File: config.mk
export PLATFORM = sky130hd
export DESIGN_NAME = branch_resolve_unit
export DESIGN_NICKNAME = d
export VERILOG_FILES = /design/src/rtl/branch_resolve_unit.sv
export SDC_FILE = /design/constraint.sdc
export NUM_CORES = 1
export LEC_CHECK = 0
export ABC_CLOCK_PERIOD_IN_PS = 6400
export BUFFER_PORTS_ARGS = -buffer_cell sky130_fd_sc_hd__buf_2
export CORE_AREA = 2 2 158 160
export DETAILED_ROUTE_END_ITERATION = 8
export DIE_AREA = 0 0 160 162
export GPL_TIMING_DRIVEN = 1
export PLACE_DENSITY = 0.45
export SLEW_MARGIN = 10
export SYNTH_ARGS = -nofsm -noshare
export SYNTH_HDL_FRONTEND = slang
export SYNTH_SLANG_ARGS = --single-unit
export TNS_END_PERCENT = 5
File: constraint.sdc
create_clock -name clk -period 6.4 [get_ports clk]
set_input_delay 0.32 -clock clk [delete_from_list [all_inputs] [get_ports clk]]
set_output_delay 0.32 -clock clk [all_outputs]
set_load 0.1 [all_outputs]
File: src/rtl/branch_resolve_unit.sv
// EX-stage branch resolution: checks the ID-stage static prediction against the EX outcome and issues a one-cycle redirect plus flushes.
// Optional performance counters are built when BRU_PERF_CNT_EN is defined.
module branch_resolve_unit #(
    parameter int unsigned XLEN  = 32,
    parameter int unsigned CNT_W = 32
) (
    input  logic             clk,
    input  logic             rst,
    input  logic             id_valid,
    input  logic             id_branch_b,
    input  logic             id_jal,
    input  logic             id_jalr,
    input  logic [XLEN-1:0]  id_pc,
    input  logic             id_pred_taken,
    input  logic [XLEN-1:0]  id_pred_pc,
    input  logic             ex_stall,
    input  logic             ex_cond,
    input  logic [XLEN-1:0]  ex_target,
    output logic             redirect_valid,
    output logic [XLEN-1:0]  redirect_pc,
    output logic             flush_if_id,
    output logic             flush_id_ex,
    output logic [CNT_W-1:0] branch_cnt,
    output logic [CNT_W-1:0] mispredict_cnt
);

    typedef enum logic {
        S_IDLE     = 1'b0,
        S_REDIRECT = 1'b1
    } state_t;

    state_t            state;

    logic              rec_valid;
    logic              rec_b;
    logic              rec_jal;
    logic              rec_jalr;
    logic [XLEN-1:0]   rec_pc;
    logic              rec_pred_taken;
    logic [XLEN-1:0]   rec_pred_pc;

    logic              resolve_c;
    logic              actual_taken_c;
    logic [XLEN-1:0]   actual_pc_c;
    logic              mispredict_c;
    logic              squash_c;
    logic              id_ctrl_c;

    // Outcome of the instruction held in EX
    always_comb begin
        resolve_c      = rec_valid & ~ex_stall;
        actual_taken_c = rec_jal | rec_jalr | (rec_b & ex_cond);
        actual_pc_c    = actual_taken_c ? ex_target : (rec_pc + XLEN'(4));
        mispredict_c   = resolve_c & (state == S_IDLE) &
                         ((actual_taken_c != rec_pred_taken) |
                          (actual_taken_c & rec_pred_taken & (rec_pred_pc != ex_target)));
        squash_c       = mispredict_c | (state == S_REDIRECT);
        id_ctrl_c      = id_valid & (id_branch_b | id_jal | id_jalr);
    end

    // Prediction record of the instruction entering EX; wrong-path loads are dropped
    always_ff @(posedge clk) begin
        if (rst) begin
            rec_valid      <= 1'b0;
            rec_b          <= 1'b0;
            rec_jal        <= 1'b0;
            rec_jalr       <= 1'b0;
            rec_pc         <= '0;
            rec_pred_taken <= 1'b0;
            rec_pred_pc    <= '0;
        end else if (!ex_stall) begin
            rec_valid      <= id_ctrl_c & ~squash_c;
            rec_b          <= id_branch_b;
            rec_jal        <= id_jal;
            rec_jalr       <= id_jalr;
            rec_pc         <= id_pc;
            rec_pred_taken <= id_pred_taken;
            rec_pred_pc    <= id_pred_pc;
        end
    end

    // Redirect FSM with registered strobes; the REDIRECT cycle ignores ex_stall
    always_ff @(posedge clk) begin
        if (rst) begin
            state          <= S_IDLE;
            redirect_valid <= 1'b0;
            redirect_pc    <= '0;
            flush_if_id    <= 1'b0;
            flush_id_ex    <= 1'b0;
        end else begin
            case (state)
                S_IDLE: begin
                    if (mispredict_c) begin
                        state          <= S_REDIRECT;
                        redirect_valid <= 1'b1;
                        redirect_pc    <= actual_pc_c;
                        flush_if_id    <= 1'b1;
                        flush_id_ex    <= 1'b1;
                    end
                end
                S_REDIRECT: begin
                    state          <= S_IDLE;
                    redirect_valid <= 1'b0;
                    flush_if_id    <= 1'b0;
                    flush_id_ex    <= 1'b0;
                end
                default: begin
                    state          <= S_IDLE;
                    redirect_valid <= 1'b0;
                    flush_if_id    <= 1'b0;
                    flush_id_ex    <= 1'b0;
                end
            endcase
        end
    end

`ifdef BRU_PERF_CNT_EN
    // Saturating resolution / mispredict counters
    always_ff @(posedge clk) begin
        if (rst) begin
            branch_cnt     <= '0;
            mispredict_cnt <= '0;
        end else begin
            if (resolve_c && (branch_cnt != {CNT_W{1'b1}})) begin
                branch_cnt <= branch_cnt + CNT_W'(1);
            end
            if (mispredict_c && (mispredict_cnt != {CNT_W{1'b1}})) begin
                mispredict_cnt <= mispredict_cnt + CNT_W'(1);
            end
        end
    end
`else
    assign branch_cnt     = '0;
    assign mispredict_cnt = '0;
`endif

endmodule

==> impl_metrics.json, run 1 <==
{
  "outcome": "completed",
  "p_int_mw": 1.10,
  "via_count": 4428,
  "synthArstFlopShare_pct": 0,
  "grt_max_degree": 78,
  "start_kind": "register",
  "io_pins": 204,
  "ant_nets": 0,
  "p_per_area_nw_per_um2": 258,
  "gr-total-overflow": 0,
  "crit_start": "rec_jalr",
  "drc": 0,
  "fmax_mhz": 280,
  "h-tree-depth": 3,
  "mostFrequentLayoutCell": "buf_2",
  "synth_cell_types": 41,
  "synth_edf_count": 0,
  "holdBufCountCts": 0,
  "cts_buffers": 9,
  "post_cts_buffers": 0,
  "yosys_most_used_dff": "dfxtp_1",
  "p_leak_nw": 2.99,
  "r2r_cells": 8,
  "hp-class": "in2reg",
  "routedWlPerCell_um": 16.3,
  "cts.clk_slew.worst_paths_ns": 0.07,
  "p_seq_share_pct": 41.5,
  "switching_share_pct": 34.8,
  "slew_violations": 0,
  "critPathMaxFanout": 51,
  "groute.usage.overall_pct": 13.3,
  "grt_pass1_vias": 4231,
  "yosys_warnings": 0,
  "hold_viol": 0,
  "die_w_um": 160,
  "initialDrtViolationCount": 224,
  "clk_path_buf_depth": 2,
  "critPathCaptureType": "register",
  "insertedDiodeCount": 0,
  "hold_depth": 3,
  "die-area_um2": 25900,
  "ys_seq_area_share_pct": 37.5,
  "final_cell_mix": "buf_2, dfxtp_1, nor2_1, mux2i_1, conb_1",
  "wirelength_um": 17500,
  "synth_cells": 632,
  "drive_gt1_share_pct": 22.0,
  "netlist_area_um2": 5500,
  "period_needed_ns": 3.57,
  "cts_sinks": 103,
  "net-switching-power_mw": 0.586,
  "tns_ns": 0,
  "drv_cap": 0,
  "fin_crit_sh_pct": 55.8,
  "skew_ns": 0.00830,
  "core_area_um2": 24100,
  "clk_latency_ns": 0.35,
  "final_nets": 851,
  "pwr-share-comb_pct": 23.1,
  "place_congestion": 0.747,
  "fp.dieH_um": 162,
  "viasPerCell": 4.13,
  "hold_end": "rec_pred_pc[31]",
  "rows": 57,
  "antenna_found_initial": 0,
  "cts_tree": "done",
  "clockPowerShare_pct": 35.4,
  "hpwl_um": 13500,
  "setup_viol_count_final": 0,
  "grt_pass1_wl_um": 26000,
  "r2r_end": "redirect_pc[9]",
  "rsz0062_at_grt": "false",
  "vdd_drop_max_mv": 0.119,
  "max_slew_margin_pct": 36.8,
  "hold_path.startpoint": "id_pred_pc[31]",
  "portBuffers": 139,
  "ys_seq_elements": 103,
  "timing.rr.start": "rec_jalr",
  "crit_required_ns": 6.60,
  "worst-slew-pin-transition_ns": 0.947,
  "start_util_pct": 22.8,
  "syn-mean-instance-area_um2": 8.70,
  "syn_to_final_growth_pct": 18.7,
  "root_buffer": "clkbuf_16",
  "hold_ws_ns": 0.198,
  "arrival_ns": 3.77,
  "dr.pass1.iters": 4,
  "ctsResizeCount": 0,
  "r2r_slack_ns": 2.83,
  "worstSetupPathType": "reg2reg"
}
==> final cells by class <==
class,instances,area (µm²)
fill,2694,17600
multi-input combinational,482,3000
sequential,103,2060
timing repair buffer,142,723
tap,324,405
clock buffer,10,229
clock inverter,6,83.8
inverter,6,22.5
==> cells in the mapped netlist (8+ instances only) <==
library cell	number	share of area, %
mux2i_1	76	14
buf_4	66	9.0
a31oi_1	9	1.0
o21ai_0	19	1.7
clkbuf_1	21	1.4
nor4_1	9	1.0
xor2_1	46	7.3
nor2_1	92	6.3
or3_1	8	0.91
nand2_1	28	1.9
nand4_1	8	0.91
buf_1	8	0.55
o221ai_1	10	1.6
a21oi_1	22	2.0
nand2b_1	10	1.1
dfxtp_1	103	38
nand3_1	32	2.9
==> state kept, by name (all words and copies together) (netlist names) <==
register,cells
rec_pc,32
rec_jal,1
state,1
rec_valid,1
rec_pred_pc,32
redirect_pc,32
rec_jalr,1
rec_pred_taken,1
rec_b,1
flush_id_ex,1
==> worst max-delay path: stages (launching register included) <==
cell	delay (ns)
dfxtp_1	0.33
a211oi_4	0.20
buf_4	0.46
inv_1	0.38
ha_1	0.39
nand2_1	0.60
inv_1	0.60
o21ai_0	0.32
a21oi_1	0.10
==> through the flow <==
stage	util, %	worst slack, ns	std cells	cell area [µm²]	power [mW]
after global placement	25.8	2.79	1057	6210	1.11
after detailed placement	25.8	2.70	1057	6210	1.11
after CTS	27.1	2.83	1073	6530	1.71
final	27.1	2.83	1073	6530	1.68
after global routing	27.1	2.39	1073	6530	1.75
after floorplan	-	4.09	695	5730	1.05
==> worst max path at each step <==
stage	end	slack, ns
after floorplan	redirect_pc[2]	4.09
after global placement	redirect_pc[4]	2.79
after detailed placement	redirect_pc[7]	2.70
after CTS	redirect_pc[16]	2.83
after global routing	redirect_pc[21]	2.39
final	redirect_pc[9]	2.83
==> power by group through the flow <==
stage          registers, mW  logic [mW]  clock network (mW)
4_1_cts                0.699       0.393               0.619
5_1_grt                0.703       0.416               0.636
3_5_place_dp           0.714       0.392                   0
2_1_floorplan          0.734       0.313                   0
6_report               0.698       0.390               0.596
3_3_place_gp           0.713       0.393                   0
==> per-layer routing <==
layer	track usage, %	vias up	wire length (µm)
met5	0	-	0
met4	4.79	0	242
met3	2.27	12	818
met2	20.9	142	7850
met1	18.5	2002	8540
li1	-	2272	-
==> cells by family (layout without fill, tap and decap cells) <==
kind of cell / after synthesis / in the layout / share of synthesized area, %
other: 1 / 64 / 0.0682
adder cells (fa/ha/maj): 2 / 2 / 0.455
AO/OA/AOI/OAI: 79 / 79 / 8.90
multiplexers: 76 / 76 / 13.8
XOR/XNOR: 52 / 52 / 8.28
buffers and inverters: 110 / 164 / 12.4
flip-flops: 103 / 103 / 37.5
AND/OR/NAND/NOR: 209 / 209 / 18.5
Note: power is estimated with default switching activity, not from simulation.
==> inputs of run 2 (changes only) <==
--- a/config.mk
+++ b/config.mk
@@ -5,13 +5,13 @@
 export SDC_FILE = /design/constraint.sdc
 export NUM_CORES = 1
 export LEC_CHECK = 0
-export ABC_CLOCK_PERIOD_IN_PS = 6400
+export ABC_CLOCK_PERIOD_IN_PS = 3100
 export BUFFER_PORTS_ARGS = -buffer_cell sky130_fd_sc_hd__buf_2
 export CORE_AREA = 2 2 158 160
 export DETAILED_ROUTE_END_ITERATION = 8
 export DIE_AREA = 0 0 160 162
 export GPL_TIMING_DRIVEN = 1
-export PLACE_DENSITY = 0.45
+export PLACE_DENSITY = 0.47
 export SLEW_MARGIN = 10
 export SYNTH_ARGS = -nofsm -noshare
 export SYNTH_HDL_FRONTEND = slang
==> constraint.sdc (replaced) <==
create_clock -name clk -period 3.1 [get_ports clk]
set_input_delay 0.155 -clock clk [delete_from_list [all_inputs] [get_ports clk]]
set_output_delay 0.155 -clock clk [all_outputs]
set_load 0.1 [all_outputs]
==> run 2 against run 1 <==
  * Global-route usage decreased by 0.14 points
  * Core utilization rose by 0.29 points
  * Critical path type unchanged
  * Hold slack got worse by 0.16 ns
  * Clock skew up 0.0043 ns
  * Cell area up 1.1%
  * Clock power rose by 120%
  * Cell count is 0.65% higher
  * Wire length fell by 0.26%
  * Largest power group unchanged
  * Clock-buffer cell count grew 4
  * Sequential power up 110%
==> impl_metrics.json, run 2 (synthesis gave the netlist of run 1 again) <==
{
  "timing.rr.start": "rec_b",
  "arrival_ns": 2.75,
  "initialDrtViolationCount": 232,
  "root_buffer": "clkbuf_16",
  "post_cts_buffers": 0,
  "r2r_end": "redirect_pc[17]",
  "p_per_area_nw_per_um2": 539,
  "p_seq_share_pct": 40.5,
  "cts.clk_slew.worst_paths_ns": 0.07,
  "hpwl_um": 13400,
  "gr-total-overflow": 0,
  "routedWlPerCell_um": 16.1,
  "p_int_mw": 2.36,
  "outcome": "completed",
  "fin_crit_sh_pct": 79.7,
  "hold_path.startpoint": "id_pc[10]",
  "vdd_drop_max_mv": 0.216,
  "crit_chain": "a211oi_4, inv_1, ha_1, and2_1, o21a_1, o221ai_1, a21oi_1",
  "r2r_cells": 7,
  "r2r_slack_ns": 0.63,
  "die_w_um": 160,
  "fillers": 2638,
  "fmax_mhz": 405,
  "hold_viol": 0,
  "cts_sinks": 103,
  "ant_nets": 0,
  "period_needed_ns": 2.47,
  "skew_ns": 0.0126,
  "max_stage_delay_ns": 0.71,
  "net-switching-power_mw": 1.19,
  "cts_tree": "done",
  "start_util_pct": 22.8,
  "fp.dieH_um": 162,
  "drive_gt1_share_pct": 22.4,
  "hold_depth": 3,
  "largest_registers": "rec_pc x32, rec_pred_pc x32, redirect_pc x32",
  "regArea_um2": 2060,
  "io_pins": 204,
  "wirelength_um": 17400,
  "final_nets": 855,
  "final_cell_mix": "buf_2, dfxtp_1, nor2_1, mux2i_1, conb_1",
  "max_slew_margin_pct": 41.6,
  "multi_input_area_um2": 3000,
  "holdBufCountCts": 0,
  "via_count": 4445,
  "worstSetupPathType": "reg2reg",
  "crit_required_ns": 3.38,
  "clockPowerShare_pct": 36.8,
  "worst-slew-pin-transition_ns": 0.877,
  "final_cell_count_no_fill": 1080,
  "cts_buffers": 9,
  "core_area_um2": 24100,
  "dr.pass1.iters": 4,
  "critPathMaxFanout": 23,
  "clk_latency_ns": 0.35,
  "dp_cells": 1061,
  "grt_pass1_vias": 4318,
  "groute.usage.overall_pct": 13.2,
  "drc": 0,
  "h-tree-depth": 3,
  "grt_max_degree": 75,
  "switching_share_pct": 33.6,
  "critPathCaptureType": "register",
  "p_leak_nw": 3.02,
  "tns_ns": 0,
  "slowest_stage": "o21a_1",
  "ctsResizeCount": 0,
  "portBuffers": 139,
  "place_congestion": 0.778,
  "pwr-share-comb_pct": 22.7,
  "drv_cap": 0,
  "die-area_um2": 25900,
  "rsz0062_at_grt": "false",
  "clk_path_buf_depth": 2,
  "start_kind": "register",
  "setup_viol_count_final": 0,
  "hold_end": "rec_pc[10]",
  "rows": 57,
  "mostFrequentLayoutCell": "buf_2",
  "hp-class": "in2reg",
  "slew_violations": 0,
  "grt_pass1_wl_um": 26200,
  "antenna_found_initial": 3,
  "viasPerCell": 4.12,
  "syn_to_final_growth_pct": 20.0
}
## run 2: cell count changes in the layout (fill, tap and decap cells not counted)
| cell | delta |
|---|---|
| buf_4 | +4 |
| clkbuf_8 | +4 |
| clkinv_2 | -3 |
| diode_2 | +3 |
| inv_6 | -1 |
## run 2: how the worst max path moves through the flow
stage                     slack [ns]  depth (start not counted)              end      from
final                           0.63                          7  redirect_pc[17]     rec_b
after floorplan                 0.83                          9   redirect_pc[2]  rec_jalr
after CTS                       0.62                          7  redirect_pc[17]  rec_jalr
after detailed placement        0.65                          7   redirect_pc[5]  rec_jalr
after global routing            0.40                          7   redirect_pc[4]  rec_jalr
after global placement          0.69                          7   redirect_pc[7]  rec_jalr
## run 2: per-layer routing
metal	global-route usage, %	part of all wire, %	vias to the layer above
met5	0	0.040	-
met4	3.69	0.84	2
met3	3.88	6.0	8
met2	20.2	45	126
met1	18.1	48	2023
li1	-	-	2286
## run 2: power groups by stage
stage	combinational (mW)	clock, mW	sequential, mW
final	0.806	1.31	1.44
after global routing	0.855	1.40	1.45
after CTS	0.812	1.35	1.44
after detailed placement	0.810	0	1.47
after global placement	0.811	0	1.47
after floorplan	0.647	0	1.51
## run 2: final cells by class
cell class | count | area share [%]
multi-input cells | 482 | 45.5
repair buffers | 146 | 11.4
flip-flops and latches | 103 | 31.3
clock buffers | 14 | 4.31
inverters | 6 | 0.341
clock inverters | 2 | 0.911
diodes | 3 | 0.114
well taps | 324 | 6.15
## run 2: through the flow
stage / hold slack, ns / setup WS, ns / power (mW) / utilization [%] / area (µm²)
floorplan: 0.299 / 0.832 / 2.16 / - / 5730
global placement: 0.384 / 0.689 / 2.28 / 25.9 / 6240
detailed placement: 0.392 / 0.645 / 2.28 / 25.9 / 6240
CTS: 0.0216 / 0.625 / 3.60 / 27.3 / 6590
global route: 0.0305 / 0.403 / 3.71 / 27.3 / 6590
finish: 0.0355 / 0.630 / 3.55 / 27.4 / 6600
## run 2: worst max-delay path: cells and delay by family, from the launching register on
kind            cells  cell delay, ns
compound gates      4            1.22
fa+ha+maj           1            0.25
buf+inv             1            0.37
flops               1            0.37
simple gates        1            0.16
